## src/rtl/fifo_rd_stream.sv

```systemverilog
// rtl/fifo_rd_stream.sv - async FIFO read-side stage: rinc/rempty pop interface to registered valid/ready stream
// Pops ahead into a small circular prefetch buffer; m_ready never reaches rinc combinationally.
module fifo_rd_stream #(
    parameter int DSIZE     = 8,
    parameter int BUF_DEPTH = 3
) (
    input  logic             rclk,
    input  logic             rrst_n,
    input  logic             rempty,
    output logic             rinc,
    input  logic [DSIZE-1:0] rdata,
    output logic             m_valid,
    input  logic             m_ready,
    output logic [DSIZE-1:0] m_data,
    output logic [2:0]       buf_cnt
);

    localparam int            IW       = $clog2(BUF_DEPTH);
    localparam logic [IW-1:0] LAST_IDX = IW'(BUF_DEPTH - 1);
    localparam logic [3:0]    DEPTH4   = 4'(BUF_DEPTH);

    logic [DSIZE-1:0] mem_q [BUF_DEPTH];
    logic [DSIZE-1:0] mem_d [BUF_DEPTH];
    logic [IW-1:0]    head_q, head_d;
    logic [IW-1:0]    tail_q, tail_d;
    logic [2:0]       cnt_q, cnt_d;
    logic             inflight_q, inflight_d;
    logic             run_q, run_d;
    logic [DSIZE-1:0] m_data_q, m_data_d;

    logic             pop;
    logic             capture;
    logic             transfer;
    logic [3:0]       occ_sum;

    function automatic logic [IW-1:0] wrap_inc(input logic [IW-1:0] idx);
        return (idx == LAST_IDX) ? '0 : idx + 1'b1;
    endfunction

    always_comb begin
        // run_q holds pops off until the first edge after reset release
        occ_sum    = {1'b0, cnt_q} + {3'b000, inflight_q};
        pop        = run_q & ~rempty & (occ_sum < DEPTH4);
        capture    = inflight_q;
        transfer   = (cnt_q != 3'd0) & m_ready;

        run_d      = 1'b1;
        inflight_d = pop;

        mem_d = mem_q;
        if (capture) begin
            mem_d[tail_q] = rdata;
        end

        tail_d = capture  ? wrap_inc(tail_q) : tail_q;
        head_d = transfer ? wrap_inc(head_q) : head_q;
        cnt_d  = cnt_q + {2'b00, capture} - {2'b00, transfer};

        // Head register follows the post-edge head slot, including a word written this edge
        m_data_d = (cnt_d != 3'd0) ? mem_d[head_d] : m_data_q;
    end

    always_ff @(posedge rclk or negedge rrst_n) begin
        if (!rrst_n) begin
            for (int i = 0; i < BUF_DEPTH; i++) begin
                mem_q[i] <= '0;
            end
            head_q     <= '0;
            tail_q     <= '0;
            cnt_q      <= 3'd0;
            inflight_q <= 1'b0;
            run_q      <= 1'b0;
            m_data_q   <= '0;
        end else begin
            for (int i = 0; i < BUF_DEPTH; i++) begin
                mem_q[i] <= mem_d[i];
            end
            head_q     <= head_d;
            tail_q     <= tail_d;
            cnt_q      <= cnt_d;
            inflight_q <= inflight_d;
            run_q      <= run_d;
            m_data_q   <= m_data_d;
        end
    end

    assign rinc    = pop;
    assign m_valid = (cnt_q != 3'd0);
    assign m_data  = m_data_q;
    assign buf_cnt = cnt_q;

endmodule

```

## config.mk

```make
export PLATFORM = sky130hd
export DESIGN_NAME = fifo_rd_stream
export DESIGN_NICKNAME = d
export VERILOG_FILES = /design/src/rtl/fifo_rd_stream.sv
export SDC_FILE = /design/constraint.sdc
export NUM_CORES = 1
export LEC_CHECK = 0
export ABC_CLOCK_PERIOD_IN_PS = 7000
export CORE_MARGIN = 2
export CORE_UTILIZATION = 59
export DETAILED_ROUTE_END_ITERATION = 10
export PLACE_DENSITY = 0.84
export SLEW_MARGIN = 15
export SYNTH_ARGS = -nofsm -noshare
export SYNTH_HDL_FRONTEND = slang
export SYNTH_SLANG_ARGS = --single-unit
```

## constraint.sdc

```tcl
create_clock -name rclk -period 7 [get_ports rclk]
set_input_delay 2.1 -clock rclk [delete_from_list [all_inputs] [get_ports rclk]]
set_output_delay 2.1 -clock rclk [all_outputs]
set_load 0.05 [all_outputs]
```

==> run metrics, run 1 <==
status finished clean; final non-filler cell total 249; P&R area growth vs syn 15.7%; Placeable Area 3310 um2; Clock Latency Late Sink 350 ps; router iterations before antenna repair 4; crit path launch type primary input; CTS H-Tree Depth 2; Routed Antenna Nets 0; Net Count, Synth 195; gp weighted congestion 0.770; CTS max path bufs 2; Setup CP Type primary input to output port; die width 62.3 um; first-pass GRT wire length 6940 um; maximum VDD drop 0.000336 V; post-synth cell types 33; Slowest cell on crit path clkdlybuf4s50_1; minimum clock period 5930 ps; Final period util 0.847; vias in the first global route 1458; Sw Pwr 561 uW; Seq pwr share 0.334; Cells after DPL 242; Detailed Route WL 3940 um; CP max FO 2; Hold Path Class flip-flop to flip-flop; CTS Sinks 41; Async S/R FF share, synth 1.00; sequential cell area fraction in the yosys report 0.512; FP Rows 21; Layout Cell Area excl Fill 2320 um2; cell count after synthesis 177; Mean Syn Cell Area 11.3 um2; crit path cell chain clkdlybuf4s50_1 > nor4b_1 > clkdlybuf4s50_1; drc violations 0; share of layout cells above drive strength 1 0.182; I/O Buffers 24; Root Buffer clkbuf_4; Yosys Warn Count 0; Worst-path clk slew 100 ps; CTS tree yes; Post-DP Area 2260 um2; Lkg Pwr 1.12 nW; CTS Hold Bufs 0; Final Hold Vio Count 0; DR iter-0 viols 40; Max-Cap Viols 0; post-CTS resize count 0; CP Data Arrival Time 3830 ps; Critical Path Max Stage Delay 890 ps; commonest non-fill, non-tap cells in the layout dfrtp_1, nand2_1, clkdlybuf4s50_1, nor2_1, mux2_2; Fin Clk Skew 10.9 ps; Via-to-Cell Ratio 5.53; NumNets Final 221; most common cell after layout, fill and taps aside dfrtp_1; most used cell, CP clkdlybuf4s50_1; initial antenna violation count 0; Syn Std Cell Area 2000 um2; flops & latches, synth 41; Power Internal 716 uW; Clock Power Share 0.092; Switching Share 0.440; Comb pwr share 0.575; # setup viols final 0; Post-synth EDFFs 0; Slew @ Worst Pin 1080 ps; CTS buffer count 5; vias 1376; die footprint 3880 um2; HPWL after DPL 2740 um; Req. time, crit path 4900 ps; GR Overflow Total 0; Synth Flop Type dfrtp_1; Final TNS setup 0 ps; Peak Freq 169 MHz; P per Cell Area 551 nW/um2; Pins Over Slew Limit 0; starting density of the core 0.605; routed len/inst 15.8 um; Crit. End Element output port; Rel. slew slack 0.271; Tot GR Track Use 0.234; ANT cells 0; buffer count from post-CTS setup fixing 0; RSZ-0062 raised after global routing no; largest net degree at the start of global routing 42; Die Ht 62.3 um; Ports 25
[Yosys cell counts (2+ instances only)]
master,n,share of area
dfrtp_1,41,0.51
nand2_1,33,0.062
nor2_1,17,0.032
mux2_2,16,0.090
inv_1,12,0.022
and2b_1,8,0.030
o22a_1,8,0.035
o41ai_2,8,0.065
ha_1,5,0.031
or3_1,3,0.0094
buf_6,2,0.011
clkbuf_1,2,0.0037
nand3b_1,2,0.0075
[sequential cells by signal, summed over array words and instances, names as in the netlist]
register  cells
m_data        8
tail_q        2
buf_cnt       3
mem_q        24
head_q        2
run_q         1
capture       1
[layout make-up]
class / count / area [um2]
well taps: 46 / 57.6
repair buffers: 24 / 235
multi-input cells: 118 / 896
clock buffers: 7 / 55.1
fillers: 257 / 992
inverters: 13 / 48.8
flip-flops and latches: 41 / 1030
[through the flow]
stage | worst slack, ps | util | hold WS (ps) | total power [mW]
after floorplan | 1080 | - | 446 | 0.985
after global routing | 1000 | 0.700 | 520 | 1.38
after global placement | 1170 | 0.684 | 458 | 1.13
after CTS | 1040 | 0.700 | 498 | 1.29
after detailed placement | 1050 | 0.684 | 472 | 1.17
final | 1070 | 0.700 | 498 | 1.28
[worst paths after layout]
path	cells after the start	slack, ps	end	from
worst min register to register	2	500	mem_q[19]	mem_q[19]
worst max register to register	9	3580	m_data[3]	buf_cnt[1]
max in group asynchronous	1	4600	m_data[1]	rrst_n
worst min-delay path	2	500	mem_q[19]	mem_q[19]
min in group asynchronous	1	1850	mem_q[2]	rrst_n
worst max-delay path	3	1070	rinc	rempty
[critical path, delay by kind of cell]
family | cells | cell delay, ps
buffers and inverters | 2 | 1290
AND/OR/NAND/NOR | 1 | 440
[logic make-up after synthesis]
kind of cell / count (synthesis) / synth area share
xor+xnor: 2 / 0.00874
mux: 18 / 0.109
other cells: 1 / 0.00187
flops: 41 / 0.512
simple gates: 70 / 0.168
fa+ha+maj: 6 / 0.0412
buf+inv: 18 / 0.0412
compound gates: 21 / 0.119
[layer usage]
metal | wire (um) | GRT usage | share of wire | up-vias
li1 | - | - | - | 652
met2 | 2020 | 0.390 | 0.51 | 31
met5 | 0 | 0 | 0 | -
met4 | 63 | 0.106 | 0.016 | 0
met3 | 171 | 0.0598 | 0.043 | 8
met1 | 1680 | 0.288 | 0.43 | 685
[power by group through the flow]
stage	Sequential, mW	Clock [mW]	Combinational [mW]
3_3_place_gp	0.422	0	0.706
3_5_place_dp	0.432	0	0.739
6_report	0.426	0.117	0.734
4_1_cts	0.426	0.121	0.743
5_1_grt	0.443	0.132	0.804
2_1_floorplan	0.529	0	0.457
(Power assumes the default switching activity.)
==> inputs of run 2 (changes only) <==
Settings changed: ABC_CLOCK_PERIOD_IN_PS 7000 to 5200, CORE_UTILIZATION 59 to 49, PLACE_DENSITY 0.84 to 0.75.
Clock period 7 ns to 5.2 ns, I/O delays scaled along.
==> run metrics, run 2 (synthesis results as in run 1) <==
first-pass GRT wire length 6730 um; FP Rows 23; crit path cell chain clkdlybuf4s50_1 > o31a_1 > ha_1 > inv_1 > ha_1 > fa_1 > xnor2_1 > or3_1 > nand3_2 > o41ai_2; Rel. slew slack 0.399; CP max FO 17; NumNets Final 222; I/O Buffers 24; vias in the first global route 1397; commonest non-fill, non-tap cells in the layout dfrtp_1, nand2_1, clkdlybuf4s50_1, nor2_1, mux2_2; Die Ht 68.0 um; CTS Hold Bufs 0; Routed Antenna Nets 0; Layout Cell Area excl Fill 2390 um2; Peak Freq 232 MHz; Post-DP Area 2270 um2; FF-to-FF setup slack 1910 ps; CP Data Arrival Time 4490 ps; Critical Path Max Stage Delay 510 ps; RR Endpoint m_data[3]; CTS tree yes; Clock Power Share 0.144; Via-to-Cell Ratio 5.41; CTS buffer count 5; Switching Share 0.417; Largest Register mem_q; max reg flops 24; post-CTS resize count 0; P&R area growth vs syn 19.2%; Power Internal 1.06 mW; Slowest cell on crit path or3_1; HP Start mem_q[16]; vias 1380; P per Cell Area 760 nW/um2; Clock Latency Late Sink 290 ps; die width 68.0 um; Lkg Pwr 1.15 nW; drc violations 0; Worst-path clk slew 70 ps; ANT cells 0; Crit. End Element flip-flop; Cells after DPL 247; routed len/inst 15.6 um; most used cell, CP ha_1; Final Hold Vio Count 0; Slew @ Worst Pin 902 ps; router iterations before antenna repair 4; Ports 25; r2r startpoint buf_cnt[1]; gp weighted congestion 0.792; die footprint 4620 um2; Hold Path Class flip-flop to flip-flop; Root Buffer clkbuf_8; initial antenna violation count 0; Req. time, crit path 5390 ps; Tot GR Track Use 0.205; GR Overflow Total 0; CTS H-Tree Depth 2; Placeable Area 3970 um2; most common cell after layout, fill and taps aside dfrtp_1; minimum clock period 4300 ps; RSZ-0062 raised after global routing no; Max-Cap Viols 0; crit-path leading delay family adder cells; Seq pwr share 0.318; HPWL after DPL 2740 um; Setup CP Type primary input to flip-flop; crit path launch type primary input; CTS max path bufs 2; Hold EP mem_q[16]; DR iter-0 viols 101; crit path buf inv count 2; Comb pwr share 0.538; starting density of the core 0.505; Pins Over Slew Limit 0; final non-filler cell total 255; Final period util 0.828; Worst Reg2Reg Path Length in Cells 9; Detailed Route WL 3980 um; buffer count from post-CTS setup fixing 0; Sw Pwr 759 uW; # setup viols final 0; share of layout cells above drive strength 1 0.195; worst hold stages 2; maximum VDD drop 0.000362 V; Fin Clk Skew 10.8 ps; Final TNS setup 0 ps; status finished clean; CTS Sinks 41; largest net degree at the start of global routing 42; final hold slack 486 ps
run 2: cell count changes in the layout (fill, tap and decap cells not counted), sizes merged:
cell	delta
buf	+2
bufinv	+1
clkdlybuf4s50	-1
run 2: layout make-up:
type / count / area [um2]
inverter: 13 / 48.8
timing repair buffer: 25 / 240
clock inverter: 1 / 30.0
sequential: 41 / 1030
clock buffer: 7 / 86.3
fill: 320 / 1580
tap: 50 / 62.6
multi-input combinational: 118 / 896
run 2: worst max path at each step:
stage            start   endpoint  slack, ps  cells after the start
6_report       m_ready  m_data[3]        900                     10
5_1_grt        m_ready  m_data[3]        650                     10
4_1_cts        m_ready  m_data[0]        870                     10
3_5_place_dp   m_ready  m_data[3]        570                     10
3_3_place_gp   m_ready  m_data[2]        760                     10
2_1_floorplan   rempty       rinc        360                      1
run 2: per-stage QoR:
step	total power, mW	utilization	worst slack [ps]
after floorplan	1.33	-	364
final	1.82	0.602	895
after detailed placement	1.57	0.572	570
after global placement	1.52	0.572	761
after global routing	1.95	0.602	652
after CTS	1.84	0.602	867
run 2: power groups by stage:
| stage | Clock, mW | Sequential [mW] | Combinational (mW) |
|---|---|---|---|
| 3_3_place_gp | 0 | 0.577 | 0.942 |
| 4_1_cts | 0.269 | 0.579 | 0.989 |
| 6_report | 0.262 | 0.579 | 0.977 |
| 5_1_grt | 0.284 | 0.599 | 1.07 |
| 3_5_place_dp | 0 | 0.584 | 0.982 |
| 2_1_floorplan | 0 | 0.712 | 0.615 |
run 2: metal layers:
metal / part of all wire / wire length (um) / global-route usage
met1: 0.46 / 1830 / 0.260
met2: 0.48 / 1910 / 0.330
met3: 0.047 / 189 / 0.0625
met4: 0.012 / 48 / 0.0750
met5: 0 / 0 / 0
run 2: worst min-delay path, stage by stage, from the launching register on:
cell and delay [ps]:
dfrtp_1 350, nand2_1 50, nand2_1 50
